### src/rtl/cart_motion_controller.sv
// Per-cart motion integrator: turns direction/boost commands into a clamped (x,y) track
// position with heading, moving and wall flags, advancing once per move tick while racing.
module cart_motion_controller #(
  parameter int TICK_DIV   = 250000,
  parameter int STEP       = 1,
  parameter int BOOST_STEP = 3,
  parameter int X_MIN      = 0,
  parameter int X_MAX      = 629,
  parameter int Y_MIN      = 0,
  parameter int Y_MAX      = 469,
  parameter int START_X    = 40,
  parameter int START_Y    = 240
) (
  input  logic       clk,
  input  logic       rst,
  input  logic [2:0] state,
  input  logic [2:0] op_code,
  input  logic       boost,
  output logic [9:0] pos_x,
  output logic [9:0] pos_y,
  output logic [1:0] heading,
  output logic       moving,
  output logic       move_tick,
  output logic       at_wall
);

  typedef enum logic [2:0] {
    GS_IDLE      = 3'd0,
    GS_SETTING   = 3'd1,
    GS_SYNCING   = 3'd2,
    GS_COUNTDOWN = 3'd3,
    GS_RACING    = 3'd4,
    GS_PAUSE     = 3'd5,
    GS_FINISH    = 3'd6
  } game_state_e;

  typedef enum logic [1:0] {
    HD_UP    = 2'd0,
    HD_DOWN  = 2'd1,
    HD_LEFT  = 2'd2,
    HD_RIGHT = 2'd3
  } heading_e;

  localparam logic [2:0] OP_UP    = 3'd1;
  localparam logic [2:0] OP_DOWN  = 3'd2;
  localparam logic [2:0] OP_LEFT  = 3'd3;
  localparam logic [2:0] OP_RIGHT = 3'd4;

  localparam int DIV_W = (TICK_DIV > 2) ? $clog2(TICK_DIV) : 1;
  localparam logic [DIV_W-1:0] DIV_LAST = DIV_W'(TICK_DIV - 1);

  localparam logic [9:0] X_LO    = 10'(X_MIN);
  localparam logic [9:0] X_HI    = 10'(X_MAX);
  localparam logic [9:0] Y_LO    = 10'(Y_MIN);
  localparam logic [9:0] Y_HI    = 10'(Y_MAX);
  localparam logic [9:0] X_START = 10'(START_X);
  localparam logic [9:0] Y_START = 10'(START_Y);

  localparam logic signed [11:0] STEP_S  = 12'(STEP);
  localparam logic signed [11:0] BOOST_S = 12'(BOOST_STEP);

  // Saturate a widened signed coordinate into [lo,hi]; never wraps.
  function automatic logic [9:0] clamp10(input logic signed [11:0] v,
                                         input logic [9:0] lo,
                                         input logic [9:0] hi);
    if (v < $signed({2'b00, lo}))      return lo;
    else if (v > $signed({2'b00, hi})) return hi;
    else                               return v[9:0];
  endfunction

  logic [DIV_W-1:0] div_q, div_d;
  logic [9:0]       pos_x_q, pos_x_d, pos_y_q, pos_y_d;
  logic [1:0]       heading_q, heading_d;
  logic             moving_q, moving_d;
  logic             tick_q, tick_d;
  logic             at_wall_q, at_wall_d;

  logic signed [11:0] step_s, raw_s;
  logic               do_move, on_x;
  logic [9:0]         clamped;

  always_comb begin
    div_d     = div_q;
    pos_x_d   = pos_x_q;
    pos_y_d   = pos_y_q;
    heading_d = heading_q;
    moving_d  = moving_q;
    at_wall_d = at_wall_q;
    tick_d    = 1'b0;
    step_s    = boost ? BOOST_S : STEP_S;
    raw_s     = '0;
    do_move   = 1'b0;
    on_x      = 1'b0;
    clamped   = '0;

    case (op_code)
      OP_UP:    begin do_move = 1'b1; raw_s = $signed({2'b00, pos_y_q}) - step_s; end
      OP_DOWN:  begin do_move = 1'b1; raw_s = $signed({2'b00, pos_y_q}) + step_s; end
      OP_LEFT:  begin do_move = 1'b1; on_x = 1'b1; raw_s = $signed({2'b00, pos_x_q}) - step_s; end
      OP_RIGHT: begin do_move = 1'b1; on_x = 1'b1; raw_s = $signed({2'b00, pos_x_q}) + step_s; end
      default:  do_move = 1'b0;
    endcase
    clamped = on_x ? clamp10(raw_s, X_LO, X_HI) : clamp10(raw_s, Y_LO, Y_HI);

    case (state)
      GS_RACING: begin
        if (div_q == DIV_LAST) begin
          div_d     = '0;
          tick_d    = 1'b1;
          moving_d  = 1'b0;
          at_wall_d = 1'b0;
          if (do_move) begin
            at_wall_d = ($signed({2'b00, clamped}) != raw_s);
            if (on_x) begin
              pos_x_d  = clamped;
              moving_d = (clamped != pos_x_q);
            end else begin
              pos_y_d  = clamped;
              moving_d = (clamped != pos_y_q);
            end
            case (op_code)
              OP_UP:   heading_d = HD_UP;
              OP_DOWN: heading_d = HD_DOWN;
              OP_LEFT: heading_d = HD_LEFT;
              default: heading_d = HD_RIGHT;
            endcase
          end
        end else begin
          div_d = div_q + 1'b1;
        end
      end
      GS_PAUSE: div_d = div_q;
      GS_IDLE, GS_SETTING, GS_SYNCING, GS_COUNTDOWN: begin
        div_d     = '0;
        pos_x_d   = X_START;
        pos_y_d   = Y_START;
        heading_d = HD_RIGHT;
        moving_d  = 1'b0;
        at_wall_d = 1'b0;
      end
      // FINISH and unused encodings hold position but restart the divider.
      default: div_d = '0;
    endcase
  end

  always_ff @(posedge clk) begin
    if (rst) begin
      div_q     <= '0;
      pos_x_q   <= X_START;
      pos_y_q   <= Y_START;
      heading_q <= HD_RIGHT;
      moving_q  <= 1'b0;
      tick_q    <= 1'b0;
      at_wall_q <= 1'b0;
    end else begin
      div_q     <= div_d;
      pos_x_q   <= pos_x_d;
      pos_y_q   <= pos_y_d;
      heading_q <= heading_d;
      moving_q  <= moving_d;
      tick_q    <= tick_d;
      at_wall_q <= at_wall_d;
    end
  end

  assign pos_x     = pos_x_q;
  assign pos_y     = pos_y_q;
  assign heading   = heading_q;
  assign moving    = moving_q;
  assign move_tick = tick_q;
  assign at_wall   = at_wall_q;

endmodule
### config.mk
export PLATFORM = sky130hd
export DESIGN_NAME = cart_motion_controller
export DESIGN_NICKNAME = d
export VERILOG_FILES = /design/src/rtl/cart_motion_controller.sv
export SDC_FILE = /design/constraint.sdc
export NUM_CORES = 1
export LEC_CHECK = 0
export ABC_AREA = 1
export CORE_ASPECT_RATIO = 0.7
export CORE_MARGIN = 5
export CORE_UTILIZATION = 47
export DETAILED_ROUTE_END_ITERATION = 8
export GPL_TIMING_DRIVEN = 0
export PLACE_DENSITY = 0.79
export SLEW_MARGIN = 10
export SYNTH_ARGS = -nofsm -noshare
export SYNTH_HDL_FRONTEND = slang
export SYNTH_SLANG_ARGS = --single-unit
### constraint.sdc
create_clock -name clk -period 3 [get_ports clk]
set_input_delay 0.45 -clock clk [delete_from_list [all_inputs] [get_ports clk]]
set_output_delay 0.45 -clock clk [all_outputs]
set_load 0.01 [all_outputs]
Yosys cells after proc, flatten, opt, wreduce, memory -nomap -nowiden
Cells that the tools add are included.
{"block": "op_classes", "bitwise_logic": 1, "mux": 31, "n_addsub": 5, "n_reduce_logical": 10, "magnitude_cmp": 3, "eq_ne": 17}
{"operator": "10-bit two-way mux", "count": 11}
{"operator": "12-bit case mux with 4 select lines", "count": 1}
{"operator": "10-bit case mux with 2 select lines", "count": 2}
{"operator": "18-bit case mux with 2 select lines", "count": 1}
{"operator": "10-bit by 2-bit adder with 11-bit output", "count": 2}
{"operator": "10-bit by 2-bit subtractor with 11-bit output", "count": 2}
{"operator": "10-bit inequality test", "count": 2}
{"operator": "18-bit by 1-bit adder with 18-bit output (second input constant)", "count": 1}
{"operator": "18-bit equality test (second input constant)", "count": 1}
{"operator": "18-bit two-way mux", "count": 1}
{"operator": "3-bit by 2-bit equality test with 1-bit output (second input constant)", "count": 4}
{"operator": "12-bit by 10-bit > comparator with 1-bit output (second input constant)", "count": 1}
{"operator": "12-bit by 11-bit > comparator with 1-bit output (second input constant)", "count": 1}
{"operator": "12-bit by 1-bit < comparator with 1-bit output (second input constant)", "count": 1}
{"operator": "11-bit by 12-bit inequality test with 1-bit output", "count": 1}
{"operator": "3-bit equality test (second input constant)", "count": 3}
{"operator": "1-bit two-way mux", "count": 8}
{"operator": "2-bit inequality test (second input constant)", "count": 4}
{"operator": "4-bit AND reduction", "count": 2}
{"operator": "4-bit OR reduction", "count": 2}
{"operator": "3-bit by 1-bit equality test with 1-bit output (second input constant)", "count": 2}
{"operator": "2-bit two-way mux", "count": 3}
{"operator": "2-bit case mux with 3 select lines", "count": 1}
{"operator": "1-bit case mux with 2 select lines", "count": 2}
{"operator": "other kinds (7)", "count": 8}
{"block": "word_totals", "wordCells": 74, "inputBits": 9, "reg_bits": 43, "output_inout_bits": 25}

Logic depth before layout (Yosys ltp)
{"block": "depth", "depth_word": 12, "mapped_depth": 29, "ltp_nobuf": 27}

Worst setup path after synthesis
OpenSTA, ideal clock, no wires.
{"block": "synth_timing", "kind": "input-to-reg", "startpoint": "in op_code[1]", "endpoint": "reg moving_q, in the netlist moving", "setup_ns": 0.131, "path_slack_ns": -0.245, "cell_stages": 27, "path_buffers": 2, "t_arrival_ns": 3.114, "required_time_ns": 2.869, "cell_sequence": "nor2_2 nand2_2 buf_6 o21ai_0 inv_1 fa_1 inv_1 nand2_2 nor2_4 nand2_1 nand2_1 nand2_1 nand2_2 nand3_2 nor2_2 nand3_2 nand2_4 nand4_4 buf_6 nand3_2 nand2_1 nand2_1 nand2_1 nor2_1 nand3_1 nand2_1 a21oi_2"}
{"block": "synth_between", "elab_chain_len": 11, "elab_cells_between_ends": 23, "cone_classes": "order compare (3); eq/ne (6); mux (12); reduce/logical (2)"}
{"element": "start, declared", "line_no": "17", "source": "input logic [2:0] op_code,"}
{"element": "3-bit equality test (tied with other cells)", "line_no": "96", "source": "case (op_code)"}
{"element": "12-bit case mux with 4 select lines", "line_no": "96"}
{"element": "12-bit by 10-bit > comparator with 1-bit output or 12-bit by 11-bit > comparator with 1-bit output (tied branches)", "line_no": "67", "source": "else if (v > $signed({2'b00, hi})) return hi;"}
{"element": "10-bit two-way mux", "line_no": "67"}
{"element": "10-bit two-way mux", "line_no": "66", "source": "if (v < $signed({2'b00, lo})) return lo;"}
{"element": "10-bit two-way mux", "line_no": "103", "source": "clamped = on_x ? clamp10(raw_s, X_LO, X_HI) : clamp10(raw_s, Y_LO, Y_HI);"}
{"element": "10-bit inequality test (on tied branches)", "line_no": "119, 116"}
{"element": "1-bit two-way mux", "line_no": "114", "source": "if (on_x) begin"}
{"element": "1-bit two-way mux (*)", "line_no": "112", "source": "if (do_move) begin"}
{"element": "1-bit two-way mux (*)", "line_no": "107", "source": "if (div_q == DIV_LAST) begin"}
{"element": "1-bit case mux with 2 select lines (*)", "line_no": "105", "source": "case (state)"}
{"element": "end signal, assigned", "line_no": "160", "source": "moving_q <= moving_d;"}
{"element": "end, declared", "line_no": "74", "source": "logic moving_q, moving_d;"}
Mark *: on every way between the ends. The rest lies on a longest branch, timed or not. The select of a mux whose other input is x is not followed.
A chain may end at the register's enable or synchronous reset.

Worst setup path after layout
{"block": "layout_timing", "startpoint": "in op_code[0]", "endpoint": "reg at_wall_q, in the netlist at_wall"}
{"block": "layout_between", "elab_chain_len": 10, "elab_cells_between_ends": 21, "cone_classes": "order compare (3); eq/ne (5); mux (11); reduce/logical (2)"}
{"element": "3-bit equality test (tied with other cells)", "line_no": "96"}
{"element": "12-bit case mux with 4 select lines", "line_no": "96"}
{"element": "12-bit by 10-bit > comparator with 1-bit output or 12-bit by 11-bit > comparator with 1-bit output (tied branches)", "line_no": "67"}
{"element": "10-bit two-way mux", "line_no": "67"}
{"element": "10-bit two-way mux", "line_no": "66"}
{"element": "10-bit two-way mux", "line_no": "103"}
{"element": "11-bit by 12-bit inequality test with 1-bit output", "line_no": "113", "source": "at_wall_d = ($signed({2'b00, clamped}) != raw_s);"}
{"element": "1-bit two-way mux (*)", "line_no": "112"}
{"element": "1-bit two-way mux (*)", "line_no": "107"}
{"element": "1-bit case mux with 2 select lines (*)", "line_no": "105"}
{"element": "end signal, assigned", "line_no": "162", "source": "at_wall_q <= at_wall_d;"}
{"element": "end, declared", "line_no": "76", "source": "logic at_wall_q, at_wall_d;"}
Marks and branches as above.

==> impl_summary.txt <==
----------------------------------------------------
[Run status]
  Status ... finished, violations left
  Violations in the final reports ... setup timing

[Min path]
  Worst Hold Launch ... at_wall
  Hold Crit Depth ... 2
  HP Class ... register to register
  Endpoint, Worst Hold ... at_wall

[Layout]
  Layout area overhead ... 28.9%
  Post-route core utilization ... 0.626
  Sequential cell area in the final layout ... 868 um2
  Proportion of layout cells with a drive suffix above 1 ... 0.202
  Final-layout fill cell count ... roughly 760
  # diodes ... 0
  Nets@finish ... 736
  Final cell count without fillers ... 822
  Multi-input logic area ... 0.00276 mm2

[Clock tree]
  Buffer type at the clock tree root ... sky130_fd_sc_hd__clkbuf_16
  Number of buffers between clock root and the deepest sink ... 2
  Number of clock sinks seen by CTS ... 43
  H-tree lvl count ... 2
  TritonCTS Buffers ... 5
  Later-pin clock latency in the skew report ... around 0.29 ns
  TritonCTS clock tree ... yes
  Clock transition at the register clock pins on the worst setup and hold paths after CTS ... 0.06 ns

[Route]
  Top routing layer in use ... met4
  Number of violations reported at the end of detailed-routing iteration 0 ... ~640
  Routed wire length ... 14.2 mm
  Detailed-route wire length per cell ... 17.2 um
  First-pass iteration count of the detailed router ... 5
  WL met2 ... 5.75 mm
  Vias ... around 4700
  # DRC ... 0
  Post-DR vias/cell ... 5.74
  Final antenna-violating net count ... 0
  Met1 wire length ... ~6.6 mm
  Amount of wire on met3 after detailed routing ... 1.57 mm

[Floorplan]
  Floorplan die height ... approximately 86 um
  Count of boundary I/O pins ... 34
  Die area ... 0.0101 mm2
  Die width ... 118 um
  Initial cell density of the core ... 0.486
  Core Footprint ... between 0.007 and 0.008 mm2
  Site Rows ... 27

[Logic synthesis]
  Most common library cells after synthesis ... 161 x sky130_fd_sc_hd__nand2_1, 97 x sky130_fd_sc_hd__inv_1, 67 x sky130_fd_sc_hd__nand3_1, 61 x sky130_fd_sc_hd__nor2_1, 49 x sky130_fd_sc_hd__o21ai_0
  Part of the Yosys area used for sequential elements ... 0.224
  Cell area after technology mapping ... about 0.0038 mm2
  Syn_nets ... 672
  Number of unique standard cell types used by synthesis ... 37
  Share of flip-flops with an asynchronous set or reset after synthesis ... 0
  Instance count of the mapped netlist ... between 600 and 700
  Post-synthesis compound-gate area fraction ... 0.152
  Post-Synth Adder-Cell Area ... 0.0287
  Simple-gate share of the synthesized area ... 0.455
  Ys flop type ... sky130_fd_sc_hd__dfxtp_1
  Main combinational cell family by area after synthesis ... simple AND/OR/NAND/NOR gates
  Top cells by area in the synthesized netlist ... sky130_fd_sc_hd__dfxtp_1 22%, sky130_fd_sc_hd__nand2_1 16%, sky130_fd_sc_hd__inv_1 9.5%, sky130_fd_sc_hd__nand3_1 8.7%, sky130_fd_sc_hd__o21ai_0 6.4%
  Share of the synthesized area in the top cell type ... 0.224
  Multiplexer share of the synthesized area ... 0
  Most instantiated library cell after synthesis ... sky130_fd_sc_hd__nand2_1
  Count of warnings emitted by yosys ... 0
  Cell accounting for the most synthesized area ... sky130_fd_sc_hd__dfxtp_1
  Number of synthesized flops with an enable pin ... 0
  Post-synthesis share of cell area spent on xor and xnor gates ... 0.0114
  Synthesized area per cell ... 5.85 um2
  Seq cells post-synth ... 43

[STA]
  Smallest hold slack ... roughly 0.46 ns
  Number of setup violations in the final report ... 6
  Unrepaired setup endpoints after global routing ... yes
  Transition time at the pin with the least slew margin ... 0.613 ns
  Number of slew-limit violations in the final report ... 0
  Clock period minus final worst setup slack ... 3.28 ns
  PnR worst setup slack ... -0.275 ns
  Max Freq ... 305 MHz
  Final hold viol count ... 0
  Fin Clk Skew ... 0.0100 ns
  Portion of the clock cycle consumed by the worst path in the final layout ... 1.09
  Slew margin rel. ... 0.589

[Worst setup path]
  Critical Path Start ... op_code[0]
  Maximum net fanout on the critical path ... 6
  Critical path data required time ... 3.22 ns
  Critical path start-end classification ... primary input to register
  Worst R2R Start ... pos_x[0]
  Cell depth of the worst flop-to-flop path ... 22
  Worst Setup Start Kind ... primary input
  Register-to-register setup slack ... -0.24 ns
  Arrival time of data at the critical path endpoint ... 3.50 ns
  Reg-to-reg critical path endpoint ... at_wall
  Category of the worst setup path capture point ... register

[Power]
  Peak supply drop ... ~420 uV
  Clk network pwr share ... 0.336
  Sequential share of power ... 0.340
  Part of the total power dissipated in combinational logic ... 0.325
  Switching part of the total power ... 0.360
  P_sw ... 0.000679 W
  Leakage power ... 2.14 nW
  Cell-internal power ... 0.00121 W
  Cell area power density ... ~380 mW/mm2

[Placed design]
  PortBufs ... 31
  Weighted congestion reported at the end of routability-driven placement ... 1.00
  Post-Place Setup Slack ... -1.12 ns
  Detailed Place HPWL ... 10.7 mm
  Placed cell count ... 788

[Global routing]
  Global-route wire length before repair ... 22.2 mm
  Maximum number of pins on one net before global-route repair ... 16
  Tot GR Track Use ... 0.271
  Vias in the first global route ... 4200
  Initial antenna violation count ... 0
  Remaining global-route overflow ... 0

[Flow run]
  # Max-Cap Violations ... 0

----------------------------------------------------
==> cells by family after synthesis <==
logic type                 Yosys count
AOI/OAI and AO/OA                  106
and+or+nand+nor                    373
xor gates and xnor gates             5
DFF                                 43
adders and majority gates            7
buffers and inverters              122
==> flip-flops by register name, summed over array words and instances, names as in the netlist <==
| signal | flops |
|---|---|
| at_wall | 1 |
| div_q | 18 |
| heading | 2 |
| move_tick | 1 |
| moving | 1 |
| pos_x | 10 |
| pos_y | 10 |
==> through the flow <==
step / setup TNS (ns) / area, um2 / power [W]
finish: -0.848 / 4950 / 0.00189
global route: -2.06 / 4950 / 0.00198
CTS: -0.378 / 4750 / 0.00182
detailed placement: -16.54 / 4300 / 0.00115
global placement: -15.86 / 4300 / 0.00114
floorplan: -0.0484 / 3860 / 0.000974
==> per-layer routing <==
metal  global-route usage  vias to the layer above
met5                    0                        -
met4               0.0646                        0
met3               0.0679                       36
met2                0.394                      243
met1                0.400                     2169
li1                     -                     2268
==> critical path: stages <==
cell and delay [ns]:
sky130_fd_sc_hd__buf_8 0.10, sky130_fd_sc_hd__nor2_4 0.13, sky130_fd_sc_hd__nand2_4 0.07, sky130_fd_sc_hd__buf_6 0.13
sky130_fd_sc_hd__o21ai_4 0.15, sky130_fd_sc_hd__inv_2 0.05, sky130_fd_sc_hd__fa_2 0.34, sky130_fd_sc_hd__inv_2 0.07
sky130_fd_sc_hd__nand2_4 0.06, sky130_fd_sc_hd__nor2_4 0.13, sky130_fd_sc_hd__nand4_1 0.19, sky130_fd_sc_hd__nand2_1 0.12
sky130_fd_sc_hd__inv_2 0.05, sky130_fd_sc_hd__nand3_1 0.19, sky130_fd_sc_hd__nor2_1 0.10, sky130_fd_sc_hd__nand2_2 0.11
sky130_fd_sc_hd__nand4_4 0.17, sky130_fd_sc_hd__buf_4 0.19, sky130_fd_sc_hd__nand3_1 0.12, sky130_fd_sc_hd__nand2_1 0.06
sky130_fd_sc_hd__o21ai_1 0.07, sky130_fd_sc_hd__nor2_1 0.05, sky130_fd_sc_hd__nand3_1 0.13, sky130_fd_sc_hd__nand2_1 0.08
sky130_fd_sc_hd__a21oi_1 0.14
==> power by group through the flow <==
stage / Clock (W) / Sequential [W] / Combinational, W
detailed placement: 0 / 0.000649 / 0.000499
finish: 0.000634 / 0.000642 / 0.000613
floorplan: 0 / 0.000637 / 0.000338
CTS: 0.000637 / 0.000638 / 0.000549
global route: 0.000671 / 0.000642 / 0.000671
global placement: 0 / 0.000649 / 0.000492
==> worst max-delay path by stage <==
stage | endpoint | cells past startpoint
6_report | at_wall | 25
3_5_place_dp | at_wall | 22
5_1_grt | moving | 26
3_3_place_gp | at_wall | 21
2_1_floorplan | moving | 27
4_1_cts | moving | 28
==> area by class of cell <==
type / instances / share of cell area
multi-input cells: 491 / 0.557
flip-flops and latches: 43 / 0.175
repair buffers: 57 / 0.105
inverters: 105 / 0.0809
well taps: 101 / 0.0255
clock buffers: 5 / 0.0253
plain buffers: 17 / 0.0215
clock inverters: 3 / 0.00935
==> placed cells by master (no fill, tap or decap), types with 13 or more instances in the layout <==
cell / instances
sky130_fd_sc_hd__inv_1: 90
sky130_fd_sc_hd__clkdlybuf4s50_1: 27
sky130_fd_sc_hd__nor3_1: 21
sky130_fd_sc_hd__inv_2: 13
sky130_fd_sc_hd__buf_4: 23
sky130_fd_sc_hd__dfxtp_1: 39
sky130_fd_sc_hd__nand2_1: 153
sky130_fd_sc_hd__nand2_2: 18
sky130_fd_sc_hd__nand3_1: 59
sky130_fd_sc_hd__nand3_2: 13
sky130_fd_sc_hd__o21ai_0: 42
sky130_fd_sc_hd__nand4_1: 16
sky130_fd_sc_hd__a21oi_1: 35
sky130_fd_sc_hd__nor2_1: 54
==> timing repair <==
item	in CTS	in global routing
gates resized for setup	67	33
hold buffers	0	0
pin swaps	31	22
endpoints found under the setup margin	22	25
gates cloned	2	0
buffers inserted	14	10
(Power assumes the default switching activity.)
